## config.mk

```make
export PLATFORM = sky130hd
export DESIGN_NAME = l2_port_arbiter
export DESIGN_NICKNAME = d
export VERILOG_FILES = /design/src/rtl/l2_port_arbiter.sv
export SDC_FILE = /design/constraint.sdc
export NUM_CORES = 1
export LEC_CHECK = 0
export ABC_AREA = 1
export CAP_MARGIN = 20
export CORE_AREA = 4 4 544 546
export CTS_CLUSTER_SIZE = 14
export DETAILED_ROUTE_END_ITERATION = 8
export DIE_AREA = 0 0 548 550
export PLACE_DENSITY_LB_ADDON = 0.3
export RECOVER_POWER = 50
export REMOVE_ABC_BUFFERS = 1
export SLEW_MARGIN = 10
export SYNTH_ARGS = -nofsm -noshare
export SYNTH_HDL_FRONTEND = slang
export SYNTH_SLANG_ARGS = --single-unit
```

## constraint.sdc

```tcl
create_clock -name clk -period 2.3 [get_ports clk]
set_clock_uncertainty 0.2 [all_clocks]
set_input_delay 0.23 -clock clk [delete_from_list [all_inputs] [get_ports clk]]
set_output_delay 0.23 -clock clk [all_outputs]
set_load 0.05 [all_outputs]
```

## src/rtl/l2_port_arbiter.sv

```systemverilog
// Round-robin arbiter sharing one line-wide downstream memory port between
// the instruction-side (read-only) and data-side (read/write) L1 caches.
module l2_port_arbiter #(
    parameter int AW = 32,
    parameter int DW = 256
) (
    input  logic          clk,
    input  logic          rst_n,
    input  logic          i_read,
    input  logic [AW-1:0] i_addr,
    output logic [DW-1:0] i_rdata,
    output logic          i_resp,
    input  logic          d_read,
    input  logic          d_write,
    input  logic [AW-1:0] d_addr,
    input  logic [DW-1:0] d_wdata,
    output logic [DW-1:0] d_rdata,
    output logic          d_resp,
    output logic          pmem_read,
    output logic          pmem_write,
    output logic [AW-1:0] pmem_addr,
    output logic [DW-1:0] pmem_wdata,
    input  logic [DW-1:0] pmem_rdata,
    input  logic          pmem_resp,
    output logic          busy,
    output logic          grant_d
);

    typedef enum logic [1:0] {
        IDLE    = 2'd0,
        SERVE_I = 2'd1,
        SERVE_D = 2'd2,
        RECOVER = 2'd3
    } state_t;

    state_t state_reg;
    logic   last_d_reg;
    logic   d_req;
    logic   pick_d;
    logic   pick_i;

    // On a tie D wins unless it had the previous grant.
    assign d_req  = d_read | d_write;
    assign pick_d = d_req & (~i_read | ~last_d_reg);
    assign pick_i = i_read & ~pick_d;

    always_ff @(posedge clk or negedge rst_n) begin
        if (!rst_n) begin
            state_reg  <= IDLE;
            last_d_reg <= 1'b0;
            pmem_read  <= 1'b0;
            pmem_write <= 1'b0;
            pmem_addr  <= '0;
            pmem_wdata <= '0;
            busy       <= 1'b0;
            grant_d    <= 1'b0;
        end else begin
            case (state_reg)
                IDLE: begin
                    if (pick_d) begin
                        state_reg  <= SERVE_D;
                        last_d_reg <= 1'b1;
                        pmem_read  <= ~d_write;
                        pmem_write <= d_write;
                        pmem_addr  <= d_addr;
                        pmem_wdata <= d_wdata;
                        busy       <= 1'b1;
                        grant_d    <= 1'b1;
                    end else if (pick_i) begin
                        state_reg  <= SERVE_I;
                        last_d_reg <= 1'b0;
                        pmem_read  <= 1'b1;
                        pmem_write <= 1'b0;
                        pmem_addr  <= i_addr;
                        busy       <= 1'b1;
                    end
                end
                SERVE_I, SERVE_D: begin
                    if (pmem_resp) begin
                        state_reg  <= RECOVER;
                        pmem_read  <= 1'b0;
                        pmem_write <= 1'b0;
                    end
                end
                RECOVER: begin
                    // Requests are ignored here so a just-answered request can drop.
                    state_reg <= IDLE;
                    busy      <= 1'b0;
                    grant_d   <= 1'b0;
                end
                default: state_reg <= IDLE;
            endcase
        end
    end

    assign i_resp  = (state_reg == SERVE_I) & pmem_resp;
    assign d_resp  = (state_reg == SERVE_D) & pmem_resp;
    assign i_rdata = pmem_rdata;
    assign d_rdata = pmem_rdata;

endmodule

```

* Word-level counts from Yosys, hierarchy flattened *
Cells that the tools add are included.

storage, ports and cells
  bits in registers = 295
  latch bits = 0
  RAM bits = 0
  memory bits (read-only) = 0
  input port bits = 582
  output and inout bits = 806
  memories = 0

operators by class
  add/sub/neg operators = 0
  multiply operators = 0
  divide/modulo/power cells = 0
  order comparisons = 0
  eq/ne operators = 6
  shift-type cells = 0
  multiplexer cells = 18
  bitwise operators = 10
  reductions and logical operators = 11

operators with widths
  operator                                                                count
  32-bit two-way mux                                                      2
  2-bit AND reduction                                                     5
  1-bit two-way mux                                                       8
  1-bit one-hot mux with 2 select lines                                   4
  2-bit two-way mux                                                       3
  2-bit one-hot mux with 3 select lines                                   1
  2-bit nonzero test                                                      3
  1-bit AND                                                               4
  2-bit equality test (second input constant)                             2
  2-bit != test (second input constant)                                   2
  1-bit NOT                                                               4
  3-bit != test (second input constant)                                   1
  3-bit AND reduction                                                     1
  2-bit by 1-bit equality test with 1-bit output (second input constant)  1
  2-bit logical NOT                                                       1
  1-bit bitwise OR                                                        2
  2-bit OR reduction                                                      1

* Logic depth before layout (Yosys ltp) *
  depth in word-level cells = 8
  depth in mapped cells = 9
  gate-level depth less buffers = 8

* Least setup slack after synthesis *
OpenSTA, ideal clock, no wires.

  path type = flip-flop to flip-flop
  from = reg state_reg[0]
  to = reg pmem_addr[10]
  setup time = 0.066 ns
  arrival time = 1.397 ns
  required time = 2.034 ns
  slack = 0.638 ns
  cell stages (with the launch flop) = 8
  clock period less this slack = 1.662 ns
  cell sequence = dfrtp_1 -> inv_1 -> ha_1 -> inv_1 -> a21oi_2 -> buf_2 -> nand3_1 -> nand2_1

between the ends
  word-level cells in the longest chain between the ends = 2

ends and longest elaborated chain
  what                           line  RTL
  start: declaration             36    state_t state_reg;
  start signal: assignment       49    state_reg <= IDLE;
  start signal: assignment       61    state_reg <= SERVE_D;
  start signal: assignment       70    state_reg <= SERVE_I;
  2-bit logical NOT              58    case (state_reg)
  2-bit AND reduction (no line)  --
  end signal: assignment         65    pmem_addr <= d_addr;
  end signal: assignment         74    pmem_addr <= i_addr;
  end: declaration               21    output logic [AW-1:0] pmem_addr,

Every way passes these cells.
A chain may end at the register's enable or synchronous reset.

* Worst setup path after layout *
  from = reg pmem_wdata[58]
  to = out pmem_wdata[58]

RTL lines
  what                      line  RTL
  start: declaration        22    output logic [DW-1:0] pmem_wdata,
  start signal: assignment  66    pmem_wdata <= d_wdata;

No word-level cell between the ends.

==> flow_metrics.env <==
export IMPL_outcome="finished, final reports clean"
export IMPL_p_int_mw=17.8
export IMPL_gr_total_overflow=0
export IMPL_ys_seq_area_share_pct=46.8
export IMPL_r2r_start="state_reg[0]"
export IMPL_grt_use_total_pct=19.8
export IMPL_synth_seq_cells=295
export IMPL_post_cts_setup_buffers=0
export IMPL_drt_iter0_drc=1294
export IMPL_drive_gt1_share_pct=12.6
export IMPL_clkSinkCount=295
export IMPL_fp_coreArea_um2=291000
export IMPL_reg2reg_setup_slack_ns=0.18
export IMPL_start_util_pct=5.43
export IMPL_fin_setup_tns_ns=0
export IMPL_die_x_um=548
export IMPL_antenna_found_initial=136
export IMPL_cts_max_level=2
export IMPL_cp_data_arrival_time_ns=1.81
export IMPL_grt_pass1_wl_mm=346
export IMPL_nets=2915
export IMPL_critPathSlowestCell="clkdlybuf4s50_1"
export IMPL_syn_area_per_cell_um2=8.30
export IMPL_first_global_vias=15300
export IMPL_finalSetupViolations=0
export IMPL_async_reset_ff_share_pct=100
export IMPL_max_slew_margin_pct=39.6
export IMPL_cts_root_buf="clkbuf_16"
export IMPL_yosysUniqueCellTypes=21
export IMPL_worst_setup_hold_path_clk_slew_ns=0.06
export IMPL_cts_made_buffers=45
export IMPL_switching_share_pct=55.9
export IMPL_synth_edf_count=0
export IMPL_utilization_pct=9.35
export IMPL_finalHoldViolCount=0
export IMPL_p_leak_nw=11.8
export IMPL_vias=16600
export IMPL_switchingPower_mw=22.5
export IMPL_synthFlopType="dfrtp_1"
export IMPL_cts_tree="built"
export IMPL_dieArea_um2=301000
export IMPL_io_pins=1388
export IMPL_max_cap_viol_count=0
export IMPL_dp_hpwl_mm=276
export IMPL_power_frac_seq_pct=22.9
export IMPL_period_share_pct=97.2
export IMPL_route_detailed_drc=0
export IMPL_path_max_fanout=2
export IMPL_cp_required_ns=1.87
export IMPL_drtPass1Iterations=5
export IMPL_maxSlewViolCount=0
export IMPL_area_growth_pct=72.3
export IMPL_wl_per_cell_um=49.4
export IMPL_syn_inst=1900
export IMPL_max_stage_delay_ns=0.82
export IMPL_worstSetupPathType="register to output pin"
export IMPL_io_buffers=619
export IMPL_peakVddDrop_mv=0.717
export IMPL_path_buf_inv=1
export IMPL_ant_nets=0
export IMPL_yosys_warnings=0
export IMPL_wirelength_mm=310
export IMPL_core_rowCount=198
export IMPL_endpoint="pmem_wdata[58]"
export IMPL_start_kind="register"
export IMPL_critPathCaptureType="output pin"
export IMPL_hold_class="input pin to register"
export IMPL_fp_dieH_um=550
export IMPL_clkLatencyLatePin_ns=0.68
export IMPL_fillers=33700
export IMPL_netlist_area_um2=15800
export IMPL_r2r_cells=8
export IMPL_path_delay_family="buffers and inverters"
export IMPL_power_frac_comb_pct=59.4
export IMPL_timing_rr_end="pmem_addr[26]"
export IMPL_fin_crit_ns=2.24
export IMPL_grt_max_degree=50
export IMPL_rsz0062_at_grt="no"
export IMPL_fmax_mhz=447
export IMPL_via_per_inst=2.65
export IMPL_largest_reg_flops=256
export IMPL_globalplace_congestion=0.907
export IMPL_cp_num_cells=1
export IMPL_clk_path_buf_depth=3
export IMPL_setup_worst_path_start="pmem_wdata[58]"
export IMPL_layout_common_cells="889 x nand2_1, 343 x clkdlybuf4s50_1, 295 x dfrtp_1"
export IMPL_p_per_area_nw_per_um2=1480
export IMPL_layout_commonest_cell="nand2_1"
export IMPL_crit_chain="clkdlybuf4s50_1"
export IMPL_power_frac_clock_pct=17.7
export IMPL_worstMarginPinSlew_ns=0.906
## layer usage
layer | up-vias | wire length [um] | track usage (%)
li1 | 6104 | - | -
met5 | - | 6890 | 16.5
met1 | 7303 | 67500 | 12.0
met2 | 2688 | 129000 | 29.8
met4 | 57 | 17800 | 8.68
met3 | 468 | 88600 | 27.0
## repair_timing
| item | 4_1_cts | 5_1_grt |
|---|---|---|
| hold endpoints to repair | 569 | 0 |
| setup endpoints to repair | 108 | 6 |
| cloned | 0 | 0 |
| hold buffers | 288 | 0 |
| resized for setup | 108 | 6 |
## cell usage after synthesis (2+ instances only)
cell | number | area (um2)
clkbuf_1 | 7 | 26.3
dfrtp_1 | 295 | 7380
nand3b_1 | 33 | 248
buf_2 | 36 | 180
nand3_1 | 38 | 190
or2_2 | 2 | 12.5
buf_6 | 12 | 135
ha_1 | 5 | 62.6
nand2_1 | 889 | 3340
inv_1 | 45 | 169
buf_4 | 528 | 3960
## power groups by stage
stage	Combinational (mW)	Sequential, mW	Clock [mW]
global route	26.0	9.56	7.61
finish	23.9	9.23	7.13
floorplan	4.21	17.6	0
detailed placement	24.9	9.30	0
global placement	24.9	9.30	0
CTS	24.8	9.27	7.46
## layout make-up
type	count	area (um2)	area share, %
clock buffers	63	1240	4.58
clock inverters	19	226	0.833
flip-flops and latches	295	7380	27.2
repair buffers	964	9280	34.1
multi-input cells	975	3950	14.5
diodes	15	37.5	0.138
inverters	47	189	0.695
well taps	3900	4880	18.0
## stage by stage
step / power [mW] / instances / worst slack, ns / hold WS, ns / cell area, um2
after floorplan: 21.8 / 1317 / -1.67 / -0.266 / 11500
after global placement: 34.2 / 5893 / -0.0144 / -0.0988 / 23000
after detailed placement: 34.2 / 5893 / -0.00671 / -0.0990 / 23000
after CTS: 41.6 / 6263 / 0.000284 / 0.00760 / 27200
after global routing: 43.2 / 6270 / 0.00180 / 0.0671 / 27200
final: 40.3 / 6278 / 0.0649 / 0.0663 / 27200
## kinds of logic (layout without fill, tap and decap cells)
| group | count (synthesis) | in the layout | share of synthesized area (%) |
|---|---|---|---|
| AND/OR/NAND/NOR | 967 | 967 | 24.3 |
| buffers and inverters | 630 | 1093 | 28.4 |
| flip-flops | 295 | 295 | 46.8 |
| adder cells (fa/ha/maj) | 5 | 5 | 0.397 |
| AO/OA/AOI/OAI | 3 | 3 | 0.143 |
| other | 0 | 15 | 0 |
## how the worst min path moves through the flow
stage,from,end,slack (ns),depth (start not counted)
3_3_place_gp,rst_n,pmem_addr[23],-0.1,1
2_1_floorplan,rst_n,busy,-0.27,0
3_5_place_dp,rst_n,pmem_addr[23],-0.1,1
4_1_cts,i_addr[25],pmem_addr[25],0.008,5
6_report,i_addr[25],pmem_addr[25],0.07,5
5_1_grt,d_addr[3],pmem_addr[3],0.07,4
Power figures use the tool's default switching activity.
